--- config.mk ---
export PLATFORM = sky130hd
export DESIGN_NAME = msg_streamer_flat
export DESIGN_NICKNAME = d
export VERILOG_FILES = /design/src/rtl/msg_streamer_if.sv /design/src/rtl/msg_streamer.sv /design/src/flat_wrapper.sv
export SDC_FILE = /design/constraint.sdc
export NUM_CORES = 1
export LEC_CHECK = 0
export CELL_PAD_IN_SITES_DETAIL_PLACEMENT = 1
export CELL_PAD_IN_SITES_GLOBAL_PLACEMENT = 1
export CORE_ASPECT_RATIO = 0.75
export CORE_MARGIN = 5
export CORE_UTILIZATION = 56
export CTS_BUF_LIST = sky130_fd_sc_hd__clkbuf_4
export CTS_CLUSTER_SIZE = 12
export DETAILED_ROUTE_END_ITERATION = 8
export PLACE_DENSITY = 0.8
export SYNTH_ARGS = -nofsm -noshare
export SYNTH_HDL_FRONTEND = slang
export SYNTH_SLANG_ARGS = --single-unit
--- constraint.sdc ---
create_clock -name clk -period 2.65 [get_ports clk]
set_input_delay 0.3975 -clock clk [delete_from_list [all_inputs] [get_ports clk]]
set_output_delay 0.3975 -clock clk [all_outputs]
set_load 0.01 [all_outputs]
--- src/rtl/msg_streamer_if.sv ---
// Character stream from msg_streamer towards the pin driver: data with valid/ready.
interface msg_streamer_if #(parameter int DATA_W = 8);
   logic [DATA_W-1:0] out_data;
   logic              out_valid;
   logic              out_ready;

   modport master (output out_data, output out_valid, input out_ready);
   modport slave  (input out_data, input out_valid, output out_ready);
endinterface

--- src/rtl/msg_streamer.sv ---
// Buffered character streamer: plays cfg_len buffer entries over valid/ready with a gap.
// Define MSG_STREAM_EOM_EN to append EOM_CHAR as an extra beat after every pass.
module msg_streamer #(
   parameter int                DATA_W   = 8,
   parameter int                DEPTH    = 64,
   parameter int                DIV_W    = 16,
   parameter logic [DATA_W-1:0] EOM_CHAR = 8'h0A,
   localparam int               AW       = $clog2(DEPTH)
) (
   input  logic              clk,
   input  logic              rst_n,
   input  logic              wr_en_i,
   input  logic [AW-1:0]     wr_addr_i,
   input  logic [DATA_W-1:0] wr_data_i,
   input  logic [AW:0]       cfg_len_i,
   input  logic              cfg_loop_i,
   input  logic [DIV_W-1:0]  cfg_div_i,
   input  logic              start_i,
   input  logic              stop_i,
   output logic              busy_o,
   output logic              done_o,
   msg_streamer_if.master    so
);
`ifdef MSG_STREAM_EOM_EN
   localparam bit EOM_EN = 1'b1;
`else
   localparam bit EOM_EN = 1'b0;
`endif
   localparam logic [AW:0] LEN_MAX = (AW+1)'(DEPTH);

   typedef enum logic [1:0] {IDLE, LOAD, PRESENT, GAP} state_e;

   state_e              state_q, state_d;
   logic [AW-1:0]       idx_q, idx_d;
   logic [AW:0]         len_q, len_d;
   logic                loop_q, loop_d;
   logic [DIV_W-1:0]    div_q, div_d;
   logic [DIV_W-1:0]    cnt_q, cnt_d;
   logic                eom_q, eom_d;
   logic [DATA_W-1:0]   out_data_q, out_data_d;
   logic                out_valid_q, out_valid_d;
   logic                done_q, done_d;
   logic                hs, last, fin;

   logic [DATA_W-1:0]   mem [DEPTH];

   assign hs   = out_valid_q & so.out_ready;
   assign last = ({1'b0, idx_q} == (len_q - (AW+1)'(1)));

   // Reads happen combinationally in LOAD and land in out_data_q, so a same-cycle write is not seen.
   always_ff @(posedge clk)
      if (wr_en_i && ({1'b0, wr_addr_i} < LEN_MAX)) mem[wr_addr_i] <= wr_data_i;

   always_comb begin
      state_d     = state_q;
      idx_d       = idx_q;
      len_d       = len_q;
      loop_d      = loop_q;
      div_d       = div_q;
      cnt_d       = cnt_q;
      eom_d       = eom_q;
      out_data_d  = out_data_q;
      out_valid_d = out_valid_q;
      done_d      = 1'b0;
      fin         = 1'b0;
      if (stop_i) begin
         state_d     = IDLE;
         out_valid_d = 1'b0;
         idx_d       = '0;
         cnt_d       = '0;
         eom_d       = 1'b0;
      end else begin
         unique case (state_q)
            IDLE: if (start_i) begin
               if (cfg_len_i == '0) done_d = 1'b1;
               else begin
                  len_d   = (cfg_len_i > LEN_MAX) ? LEN_MAX : cfg_len_i;
                  loop_d  = cfg_loop_i;
                  div_d   = cfg_div_i;
                  idx_d   = '0;
                  eom_d   = 1'b0;
                  state_d = LOAD;
               end
            end
            LOAD: begin
               out_data_d  = eom_q ? EOM_CHAR : mem[idx_q];
               out_valid_d = 1'b1;
               state_d     = PRESENT;
            end
            PRESENT: if (hs) begin
               out_valid_d = 1'b0;
               if (!last)                 idx_d = idx_q + AW'(1);
               else if (EOM_EN && !eom_q) eom_d = 1'b1;
               else begin
                  eom_d = 1'b0;
                  idx_d = '0;
                  fin   = ~loop_q;
               end
               if (fin) begin
                  state_d = IDLE;
                  done_d  = 1'b1;
               end else if (div_q != '0) begin
                  state_d = GAP;
                  cnt_d   = div_q;
               end else state_d = LOAD;
            end
            GAP: begin
               if (cnt_q <= DIV_W'(1)) begin
                  state_d = LOAD;
                  cnt_d   = '0;
               end else cnt_d = cnt_q - DIV_W'(1);
            end
            default: state_d = IDLE;
         endcase
      end
   end

   always_ff @(posedge clk or negedge rst_n) begin
      if (!rst_n) begin
         state_q     <= IDLE;
         idx_q       <= '0;
         len_q       <= '0;
         loop_q      <= 1'b0;
         div_q       <= '0;
         cnt_q       <= '0;
         eom_q       <= 1'b0;
         out_data_q  <= '0;
         out_valid_q <= 1'b0;
         done_q      <= 1'b0;
      end else begin
         state_q     <= state_d;
         idx_q       <= idx_d;
         len_q       <= len_d;
         loop_q      <= loop_d;
         div_q       <= div_d;
         cnt_q       <= cnt_d;
         eom_q       <= eom_d;
         out_data_q  <= out_data_d;
         out_valid_q <= out_valid_d;
         done_q      <= done_d;
      end
   end

   assign so.out_data  = out_data_q;
   assign so.out_valid = out_valid_q;
   assign busy_o       = (state_q != IDLE);
   assign done_o       = done_q;
endmodule

--- src/flat_wrapper.sv ---
// flat-port wrapper written by rule: the top's interface ports become plain ports
module msg_streamer_flat 
#(
   parameter int                DATA_W   = 8,
   parameter int                DEPTH    = 64,
   parameter int                DIV_W    = 16,
   parameter logic [DATA_W-1:0] EOM_CHAR = 8'h0A,
   localparam int               AW       = $clog2(DEPTH)
)
  (clk, rst_n, wr_en_i, wr_addr_i, wr_data_i, cfg_len_i, cfg_loop_i, cfg_div_i, start_i, stop_i, busy_o, done_o, so_out_data, so_out_valid, so_out_ready);
  msg_streamer_if #(.DATA_W(DATA_W)) so_i ();
  input  logic clk;
  input  logic rst_n;
  input  logic wr_en_i;
  input  logic [AW-1:0] wr_addr_i;
  input  logic [DATA_W-1:0] wr_data_i;
  input  logic [AW:0] cfg_len_i;
  input  logic cfg_loop_i;
  input  logic [DIV_W-1:0] cfg_div_i;
  input  logic start_i;
  input  logic stop_i;
  output logic busy_o;
  output logic done_o;
  output wire logic [$bits(so_i.out_data)-1:0] so_out_data;
  output wire logic [$bits(so_i.out_valid)-1:0] so_out_valid;
  input wire logic [$bits(so_i.out_ready)-1:0] so_out_ready;
  assign so_out_data = so_i.out_data;
  assign so_out_valid = so_i.out_valid;
  assign so_i.out_ready = so_out_ready;
  msg_streamer #(.DATA_W(DATA_W), .DEPTH(DEPTH), .DIV_W(DIV_W), .EOM_CHAR(EOM_CHAR)) u_core (.clk(clk), .rst_n(rst_n), .wr_en_i(wr_en_i), .wr_addr_i(wr_addr_i), .wr_data_i(wr_data_i), .cfg_len_i(cfg_len_i), .cfg_loop_i(cfg_loop_i), .cfg_div_i(cfg_div_i), .start_i(start_i), .stop_i(stop_i), .busy_o(busy_o), .done_o(done_o), .so(so_i));
endmodule
==> metrics.txt <==
Finished Core Util 66.7%; layer with the highest usage met2; area of the die 46000 µm²; arrival time at the worst endpoint 3.29 ns; Routed Antenna Nets 0; Final GP Congestion 0.877; initial antenna violation count 2; GRT Overall Usage 28.5%; Vias 14305; VDD IR max 0.000531 V; Seq cells post-synth 570; Die X 246 µm; grt ovf 0; Post-Syn Nets 1382; largest net degree at the start of global routing 65; hold path endpoint u_core.mem[32][1]; post-synthesis cell count 1330; hold_sp wr_data_i[1]; routing usage on met1 40.0%; slowest stage delay, CP 0.54 ns; H-tree Lvls 4; startpoint types flop; CTS tree done; Final Max Slew Viols 0; First-pass DRT Iterations 5; outcome finished, final reports clean; r2r endpoint u_core.so.out_data[3]; first-pass GRT wire length 97900 µm; DRC 0; sequence of cells on the critical path buf_12 > buf_4 > mux4_2 > mux4_2 > a211o_1; Final HPWL DP 42500 µm; DR vias/cell 6.32; area of the multi-input gates 6130 µm²; Slowest cell on crit path mux4_2; worst skew pair latency 0.88 ns; RSZ-0062 raised after global routing no; Place WS -0.0482 ns; setup TNS 0 ns; CP most frequent cell mux4_2; Yosys warning total 0; Final Hold Vio Count 0; largest cells by area after synthesis edfxtp_1, mux4_2, dfrtp_1; area grow syn2layout 17.0%; Tmin final 2.55 ns; RR Startpoint u_core.idx_q[0]; Final WS setup 0.0962 ns; GRT met2 Usage 44.3%; number of synthesized flops with an enable pin 512; Crit Path Max Fanout 22; critical path class reg -> reg; vias in the first global route 15350; Clock transition at path regs 0.07 ns; Clock Path Buffers 3; share of layout cells above drive strength 1 34.4%; Commonest cells post-synth edfxtp_1, mux4_2, nor2_1; Final setup viols 0; Root Driver clkbuf_4; sequential share of the synthesized area 72.0%; Worst Hold Depth 1; Max-slew headroom 24.1%; Fmax achieved 392 MHz; max-cap violation count 0; Final period util 96.4%; nets 1655; cell taking the most area after synthesis edfxtp_1; fillers 3645; Ports 55; Seq. cell area 16800 µm²; Placement Rows 64; average size of a mapped cell 17.6 µm²; CP required 3.39 ns; Starting Density 57.0%; post-synthesis async set-or-reset flop share 10.2%; I/O Buffers 54; Leak Pwr 9.24 nW; top-count cell post-synth edfxtp_1; clk_skew 0.0491 ns; pwr/cell area 780 nW/µm²; Synth top area share 65.8%; Worst R2R Setup Slack 0.1 ns; Hold Path Class in -> reg; WL/cell 28.6 µm; global-route met3 utilization 7.79%; Top FF cell, synth edfxtp_1; Distinct cells, synth 65; worst r2r path cells 5; clk sinks 570; WL final 64800 µm; crit path capture type flop; cell area after synthesis 23400 µm²; 1st-iter DRT viols 1470; core region area 41000 µm²; CTS buffer count 141; Die Y 187 µm; Worst-Margin Slew 1.13 ns
==> what timing repair did <==
item,in CTS,in global routing
endpoints found under the hold margin,72,0
pin swaps,0,1
setup endpoints to repair,1,5
setup buffers,1,4
gates resized for setup,0,2
hold buffers,4,0
==> per-stage QoR <==
stage,total power (W),std cells,cell area [µm²],hold WS [ns]
after global routing,0.0223,2262,27300,0.0338
after CTS,0.0214,2256,27300,0.000118
after detailed placement,0.0140,2012,25400,0.510
after floorplan,0.0126,1330,23400,0.102
final,0.0213,2263,27300,0.0795
after global placement,0.0138,2012,25400,0.489
==> per-layer routing <==
metal	wire length [µm]	share of wire, %	vias up
li1	-	-	5956
met1	26500	41	7411
met2	31100	48	801
met3	5670	8.7	137
met4	1600	2.5	0
met5	0	0	-
==> registers in the layout (all words and copies together), names as in the netlist <==
name,flops
u_core.len_q,7
u_core.done_o,1
u_core.cnt_q,16
u_core.so.out_data,8
u_core.state_q,2
u_core.div_q,16
u_core.idx_q,6
u_core.loop_q,1
u_core.mem,512
u_core.so.out_valid,1
==> critical path, delay by kind of cell (launching register included) <==
kind	cells	cell delay [ns]
multiplexers	2	1.01
buffers and inverters	2	0.54
flip-flops	1	0.53
AO/OA/AOI/OAI	1	0.34
==> logic make-up (layout without fill, tap and decap cells) <==
| group | count (synthesis) | count (layout) | share of synthesized area, % |
|---|---|---|---|
| AO/OA/AOI/OAI | 168 | 168 | 5.02 |
| XOR/XNOR | 8 | 8 | 0.300 |
| adder cells (fa/ha/maj) | 8 | 8 | 0.428 |
| buffers and inverters | 91 | 460 | 1.82 |
| flip-flops | 570 | 570 | 72.0 |
| multiplexers | 181 | 181 | 14.1 |
| other | 0 | 3 | 0 |
| AND/OR/NAND/NOR | 304 | 304 | 6.32 |
==> area by class of cell <==
type / instances / share of cell area, %
flip-flops and latches: 570 / 61.6
multi-input cells: 669 / 22.4
repair buffers: 207 / 6.70
clock buffers: 218 / 5.99
well taps: 561 / 2.57
clock inverters: 21 / 0.499
inverters: 14 / 0.192
diodes: 3 / 0.0275
==> worst max path at each step <==
stage | from | end | cells after the start
after CTS | u_core.state_q[1] | busy_o | 4
after detailed placement | stop_i | u_core.so.out_data[3] | 5
after global routing | u_core.idx_q[0] | u_core.so.out_data[3] | 5
final | u_core.idx_q[0] | u_core.so.out_data[3] | 5
after global placement | stop_i | u_core.so.out_data[2] | 5
after floorplan | u_core.len_q[0] | u_core.cnt_q[1] | 10
==> placed cells by master (no fill, tap or decap), types with 32 or more instances in the layout <==
cell type          n
edfxtp_1         512
clkbuf_4         218
buf_4            135
mux4_2           112
nor2_1            96
nand2_1           79
mux2_2            64
dfrtp_1           55
clkdlybuf4s50_1   44
a21oi_1           35
o22ai_1           32
==> power by group <==
part / total [W] / internal (W) / switching (W)
registers: 0.0107 / 0.0102 / 0.000471
clock network: 0.00742 / 0.00390 / 0.00351
logic: 0.00323 / 0.00142 / 0.00182
total: 0.0213 / 0.0155 / 0.00580
(Power assumes the default switching activity.)
